==> src/rtl/tlv2548_spi_responder.sv <==
// TLV2548 SPI responder: SPI slave model of an 8-channel 12-bit ADC.
// Decodes 16-bit command frames, models conversion latency, a result
// FIFO and the active-low end-of-conversion interrupt.
module tlv2548_spi_responder #(
    parameter int P_CONV_CYCLES = 16,
    parameter int P_FIFO_DEPTH  = 8,
    parameter int P_FIFO_TRIG   = 8
) (
    input  logic        i_clk,
    input  logic        i_rst_n,
    input  logic        i_spi_cs,
    input  logic        i_spi_sck,
    input  logic        i_spi_mosi,
    output logic        o_spi_miso,
    output logic        o_adc_int,
    input  logic [95:0] i_ch_data,
    output logic [11:0] o_cfr,
    output logic [3:0]  o_cmd,
    output logic        o_cmd_valid,
    output logic [2:0]  o_err
);
    localparam int PW   = $clog2(P_FIFO_DEPTH);
    localparam int CNTW = $clog2(P_FIFO_DEPTH + 1);
    localparam int CCW  = $clog2(P_CONV_CYCLES) + 1;

    typedef enum logic [1:0] {S_IDLE, S_SHIFT, S_EXEC} state_t;

    state_t          state_q, state_d;
    logic [1:0]      cs_sync_q, cs_sync_d;
    logic [1:0]      sck_sync_q, sck_sync_d;
    logic [1:0]      mosi_sync_q, mosi_sync_d;
    logic            cs_prev_q, cs_prev_d;
    logic            sck_prev_q, sck_prev_d;
    logic [4:0]      bit_cnt_q, bit_cnt_d;
    logic [15:0]     rx_sr_q, rx_sr_d;
    logic [15:0]     tx_sr_q, tx_sr_d;
    logic [11:0]     cfr_q, cfr_d;
    logic [3:0]      cmd_q, cmd_d;
    logic            cmd_valid_q, cmd_valid_d;
    logic [2:0]      err_q, err_d;
    logic            conv_busy_q, conv_busy_d;
    logic [CCW-1:0]  conv_cnt_q, conv_cnt_d;
    logic [11:0]     conv_val_q, conv_val_d;
    logic [11:0]     mem_q [P_FIFO_DEPTH];
    logic [11:0]     mem_d [P_FIFO_DEPTH];
    logic [PW-1:0]   wr_ptr_q, wr_ptr_d;
    logic [PW-1:0]   rd_ptr_q, rd_ptr_d;
    logic [CNTW-1:0] count_q, count_d;
    logic            adc_int_q, adc_int_d;

    logic cs_s, sck_s, mosi_s;
    logic cs_fall, cs_rise, sck_rise, sck_fall;
    logic push, pop, pop_eff, push_ok;

    assign cs_s     = cs_sync_q[1];
    assign sck_s    = sck_sync_q[1];
    assign mosi_s   = mosi_sync_q[1];
    assign cs_fall  = cs_prev_q & ~cs_s;
    assign cs_rise  = ~cs_prev_q & cs_s;
    assign sck_rise = ~sck_prev_q & sck_s;
    assign sck_fall = sck_prev_q & ~sck_s;

    // Next-state logic: synchronizers, frame FSM, converter and FIFO
    always_comb begin
        state_d     = state_q;
        cs_sync_d   = {cs_sync_q[0], i_spi_cs};
        sck_sync_d  = {sck_sync_q[0], i_spi_sck};
        mosi_sync_d = {mosi_sync_q[0], i_spi_mosi};
        cs_prev_d   = cs_s;
        sck_prev_d  = sck_s;
        bit_cnt_d   = bit_cnt_q;
        rx_sr_d     = rx_sr_q;
        tx_sr_d     = tx_sr_q;
        cfr_d       = cfr_q;
        cmd_d       = cmd_q;
        cmd_valid_d = 1'b0;
        err_d       = 3'b000;
        conv_busy_d = conv_busy_q;
        conv_cnt_d  = conv_cnt_q;
        conv_val_d  = conv_val_q;
        mem_d       = mem_q;
        wr_ptr_d    = wr_ptr_q;
        rd_ptr_d    = rd_ptr_q;
        count_d     = count_q;
        push        = 1'b0;
        pop         = 1'b0;

        // Running conversion; a new one can only start while idle
        if (conv_busy_q) begin
            if (conv_cnt_q == CCW'(P_CONV_CYCLES - 1)) begin
                push        = 1'b1;
                conv_busy_d = 1'b0;
            end else begin
                conv_cnt_d = conv_cnt_q + CCW'(1);
            end
        end

        case (state_q)
            S_IDLE: begin
                tx_sr_d = 16'h0000;
                if (cs_fall) begin
                    state_d   = S_SHIFT;
                    bit_cnt_d = 5'd0;
                    rx_sr_d   = 16'h0000;
                    // MISO word is the FIFO head captured at frame start
                    tx_sr_d   = (count_q != '0) ? {mem_q[rd_ptr_q], 4'b0000} : 16'h0000;
                end
            end
            S_SHIFT: begin
                if (cs_rise) begin
                    state_d = S_EXEC;
                    tx_sr_d = 16'h0000;
                end else begin
                    if (sck_rise && bit_cnt_q < 5'd16) begin
                        rx_sr_d   = {rx_sr_q[14:0], mosi_s};
                        bit_cnt_d = bit_cnt_q + 5'd1;
                    end
                    if (sck_fall)
                        tx_sr_d = {tx_sr_q[14:0], 1'b0};
                end
            end
            S_EXEC: begin
                state_d = S_IDLE;
                if (bit_cnt_q == 5'd16) begin
                    cmd_d       = rx_sr_q[15:12];
                    cmd_valid_d = 1'b1;
                    if (!rx_sr_q[15]) begin
                        if (conv_busy_q) begin
                            err_d[1] = 1'b1;
                        end else begin
                            conv_busy_d = 1'b1;
                            conv_cnt_d  = '0;
                            conv_val_d  = i_ch_data[12*int'(rx_sr_q[14:12]) +: 12];
                        end
                    end else if (rx_sr_q[15:12] == 4'hA) begin
                        cfr_d = rx_sr_q[11:0];
                    end else if (rx_sr_q[15:12] == 4'hE) begin
                        pop = 1'b1;
                    end
                end else begin
                    err_d[0] = 1'b1;
                end
            end
            default: state_d = S_IDLE;
        endcase

        // FIFO: a pop in the same cycle frees the slot a full push needs
        pop_eff = pop && (count_q != '0);
        push_ok = push && ((count_q != CNTW'(P_FIFO_DEPTH)) || pop_eff);
        if (push && !push_ok)
            err_d[2] = 1'b1;
        if (push_ok) begin
            mem_d[wr_ptr_q] = conv_val_q;
            wr_ptr_d        = wr_ptr_q + PW'(1);
        end
        if (pop_eff)
            rd_ptr_d = rd_ptr_q + PW'(1);
        if (push_ok && !pop_eff)
            count_d = count_q + CNTW'(1);
        else if (!push_ok && pop_eff)
            count_d = count_q - CNTW'(1);

        adc_int_d = !(count_q >= CNTW'(P_FIFO_TRIG));
    end

    // State registers; CS sync resets low so a CS held low across reset
    // produces no falling edge and the interrupted frame is discarded
    always_ff @(posedge i_clk or negedge i_rst_n) begin
        if (!i_rst_n) begin
            state_q     <= S_IDLE;
            cs_sync_q   <= 2'b00;
            sck_sync_q  <= 2'b00;
            mosi_sync_q <= 2'b00;
            cs_prev_q   <= 1'b0;
            sck_prev_q  <= 1'b0;
            bit_cnt_q   <= 5'd0;
            rx_sr_q     <= 16'h0000;
            tx_sr_q     <= 16'h0000;
            cfr_q       <= 12'h000;
            cmd_q       <= 4'h0;
            cmd_valid_q <= 1'b0;
            err_q       <= 3'b000;
            conv_busy_q <= 1'b0;
            conv_cnt_q  <= '0;
            conv_val_q  <= 12'h000;
            for (int i = 0; i < P_FIFO_DEPTH; i++)
                mem_q[i] <= 12'h000;
            wr_ptr_q    <= '0;
            rd_ptr_q    <= '0;
            count_q     <= '0;
            adc_int_q   <= 1'b1;
        end else begin
            state_q     <= state_d;
            cs_sync_q   <= cs_sync_d;
            sck_sync_q  <= sck_sync_d;
            mosi_sync_q <= mosi_sync_d;
            cs_prev_q   <= cs_prev_d;
            sck_prev_q  <= sck_prev_d;
            bit_cnt_q   <= bit_cnt_d;
            rx_sr_q     <= rx_sr_d;
            tx_sr_q     <= tx_sr_d;
            cfr_q       <= cfr_d;
            cmd_q       <= cmd_d;
            cmd_valid_q <= cmd_valid_d;
            err_q       <= err_d;
            conv_busy_q <= conv_busy_d;
            conv_cnt_q  <= conv_cnt_d;
            conv_val_q  <= conv_val_d;
            mem_q       <= mem_d;
            wr_ptr_q    <= wr_ptr_d;
            rd_ptr_q    <= rd_ptr_d;
            count_q     <= count_d;
            adc_int_q   <= adc_int_d;
        end
    end

    assign o_spi_miso  = tx_sr_q[15];
    assign o_adc_int   = adc_int_q;
    assign o_cfr       = cfr_q;
    assign o_cmd       = cmd_q;
    assign o_cmd_valid = cmd_valid_q;
    assign o_err       = err_q;
endmodule

==> config.mk <==
export PLATFORM = sky130hd
export DESIGN_NAME = tlv2548_spi_responder
export DESIGN_NICKNAME = d
export VERILOG_FILES = /design/src/rtl/tlv2548_spi_responder.sv
export SDC_FILE = /design/constraint.sdc
export NUM_CORES = 1
export LEC_CHECK = 0
export CAP_MARGIN = 20
export CELL_PAD_IN_SITES_DETAIL_PLACEMENT = 1
export CELL_PAD_IN_SITES_GLOBAL_PLACEMENT = 2
export CORE_ASPECT_RATIO = 0.5
export CORE_MARGIN = 3
export CORE_UTILIZATION = 30
export CTS_BUF_LIST = sky130_fd_sc_hd__clkbuf_8
export DETAILED_ROUTE_END_ITERATION = 10
export PLACE_DENSITY_LB_ADDON = 0.25
export SYNTH_ARGS = -nofsm -noshare
export SYNTH_HDL_FRONTEND = slang
export SYNTH_SLANG_ARGS = --single-unit
==> constraint.sdc <==
create_clock -name i_clk -period 5.1 [get_ports i_clk]
set_input_delay 0.51 -clock i_clk [delete_from_list [all_inputs] [get_ports i_clk]]
set_output_delay 0.51 -clock i_clk [all_outputs]
set_load 0.05 [all_outputs]
==> flow_summary.ini <==
[route]
drt-pass1-iter-count = 4
via_per_inst = 5.225
vias = 6019
wire_per_inst_microns = 22.08
first_iter_violations = 436
routed_wl_microns = 25440
drc_errors = 0
antenna_left = 0

[worst_setup_path]
regToRegStartpoint = rx_sr_q[14]
worstPathCellList = nand4b_1 -> nor3_4 -> nand2_1 -> ha_1 -> inv_1 -> ha_1 -> a21o_1 -> a2111oi_0 -> o31ai_1
crit_buf_inv = 1
start_kind = register
worst_r2r_endpoint = count_q[3]
r2r_setup_slack_ps = 1420
critPathTopFamily = simple AND/OR/NAND/NOR gates
end_kind = register
path_common_cell = ha_1
arrival_ps = 4030
max_stage_delay_ps = 940
crit_type = reg2reg
worstPathRequired_ps = 5460
reg2reg_depth = 9
crit_slowest_cell = dfrtp_1
crit_fanout = 17

[worst_hold_path]
hold_class = in2async

[sta]
worst_slew_pin_slew_ps = 965.5
fmax_ghz = 0.2720
layout_min_cycle_time_ps = 3676
period_share_pct = 72.08
maxSlewHeadroom_pct = 35.63
hold_violations = 0
drv_slew = 0
tns_ps = 0
grt_setup_unrepaired = no
setup_viol = 0
hold_ws_ps = 74.16
skew_ps = 25.37

[power_and_ir_drop]
leakagePower_nw = 4.501
vdd_ir_drop_max_mv = 0.1286
power.density_nw_per_um2 = 250.9

[floorplanning]
start_util_pct = 31.20
core_sq_um = 28350
io-pin-count = 123
die_area_sq_um = 31710
die_x_microns = 248.9
die_y_microns = 127.4
num_rows = 43

[final_layout]
syn2layout_area_growth_pct = 21.84
drive_above_1_share_pct = 18.31
mostFrequentLayoutCell = dfrtp_1
diodes = 0
fillers = 2962
most-common-layout-cells = dfrtp_1, clkdlybuf4s50_1, o2bb2ai_1, nand2_1, mux4_2
nNetsFinal = 867

[clock_tree]
clk_pin_slew_ps = 100
clock-sinks = 188
cts_tree = done
root_buffer = clkbuf_8
htreeDepth = 4
post_cts_resized = 0
cts_setup_buffers = 0
clk_path_buf_depth = 2
numCtsBuffers = 17
hold_buffers = 0
clock_latency_ps = 490

[synthesis]
synth.avg_cell_area_sq_um = 13.59
synthDistinctLibCells = 54
postSynthCellCount = 651
synth_seq_cells = 188
synth_warnings = 0
yosysSeqAreaShare_pct = 53.19
synth_area_sq_um = 8847
synth_edf_count = 0
async_flop_share_pct = 100.0
yosys_most_used_dff = dfrtp_1
syn-num-nets = 761

[global_routing]
antenna_found_initial = 0
track_usage_pct = 16.67
grt_max_degree = 91
grt_pass1_wl_microns = 40450
grt_pass1_vias = 6721
grt-ovfl-total = 0

[outcome]
run_status = complete, no violations

[placed_design]
place.gp.congestion = 0.7674
dp_hpwl_microns = 16970
port-buffer-count = 122

[run]
maxCapViolCount = 0
-- layout make-up --
cell class / instances / area (sq um) / area share [%]
Sequential cell: 188 / 4707 / 43.67
Inverter: 14 / 52.55 / 0.4875
Multi-Input combinational cell: 398 / 3810 / 35.35
Tap cell: 382 / 478.0 / 4.434
Clock buffer: 19 / 261.5 / 2.426
Clock inverter: 13 / 125.1 / 1.161
Timing Repair Buffer: 138 / 1345 / 12.48
-- registers in the layout, summed over array words and instances, names as in the netlist --
signal,cells
mem_q,96
rx_sr_q,16
conv_val_q,12
o_cfr,12
tx_sr_q,12
bit_cnt_q,5
conv_cnt_q,5
count_q,4
o_cmd,4
o_err,3
rd_ptr_q,3
wr_ptr_q,3
cs_sync_q,2
mosi_sync_q,2
sck_sync_q,2
state_q,2
conv_busy_q,1
cs_prev_q,1
o_adc_int,1
o_cmd_valid,1
sck_prev_q,1
-- metrics by stage --
step	setup WS (ps)	cell area [sq um]	utilization, %	power, mW	std cells
after floorplan	2113	8847	-	1.607	651
after global placement	1616	10390	36.63	1.740	1119
after detailed placement	1438	10390	36.63	1.744	1119
after CTS	1420	10770	37.99	2.750	1151
after global routing	1091	10780	38.02	2.843	1152
final	1424	10780	38.02	2.705	1152
-- logic make-up (layout without fill, tap and decap cells) --
logic type / Yosys count / after routing / share of synthesized area, %
simple gates: 132 / 132 / 7.411
buf+inv: 65 / 184 / 3.861
fa+ha+maj: 9 / 9 / 1.358
xor+xnor: 8 / 8 / 0.7920
flops: 188 / 188 / 53.19
compound gates: 167 / 167 / 17.04
mux: 82 / 82 / 16.35
-- power by group --
part           total (mW)  internal, mW  switching [mW]
Sequential           1.52          1.50          0.0162
Combinational       0.189         0.104          0.0849
Clock               0.995         0.457           0.538
Total                2.70          2.07           0.639
-- per-layer routing --
metal | part of all wire, % | vias to the layer above | track usage [%]
li1 | - | 2712 | -
met1 | 48 | 3207 | 23.87
met2 | 46 | 91 | 26.14
met3 | 4.7 | 9 | 3.926
met4 | 0.52 | 0 | 3.049
met5 | 0 | - | 0
-- synth_stat cells, drive strengths merged, types with 8 or more instances --
cell type	n	share of area (%)
nand2	79	3.4
mux2i	14	1.6
nor2	9	0.38
xnor2	8	0.79
o21ai	23	1.3
mux4	48	12
o2bb2ai	96	9.6
dfrtp	187	53
nor3	9	0.69
o2111ai	8	2.1
inv	14	0.59
ha	8	1.1
clkbuf	22	0.93
a222oi	11	1.2
buf	29	2.3
a22o	10	0.99
nor2b	9	0.64
mux2	20	2.5
-- how the worst max path moves through the flow --
stage | start | endpoint | slack [ps] | cells after the start
6_report | rx_sr_q[14] | count_q[3] | 1420 | 9
5_1_grt | rx_sr_q[14] | count_q[3] | 1090 | 10
3_3_place_gp | rx_sr_q[12] | count_q[3] | 1620 | 9
4_1_cts | rx_sr_q[14] | count_q[3] | 1420 | 9
3_5_place_dp | rx_sr_q[14] | count_q[3] | 1440 | 9
2_1_floorplan | bit_cnt_q[0] | count_q[3] | 2110 | 12
(Power assumes the default switching activity.)
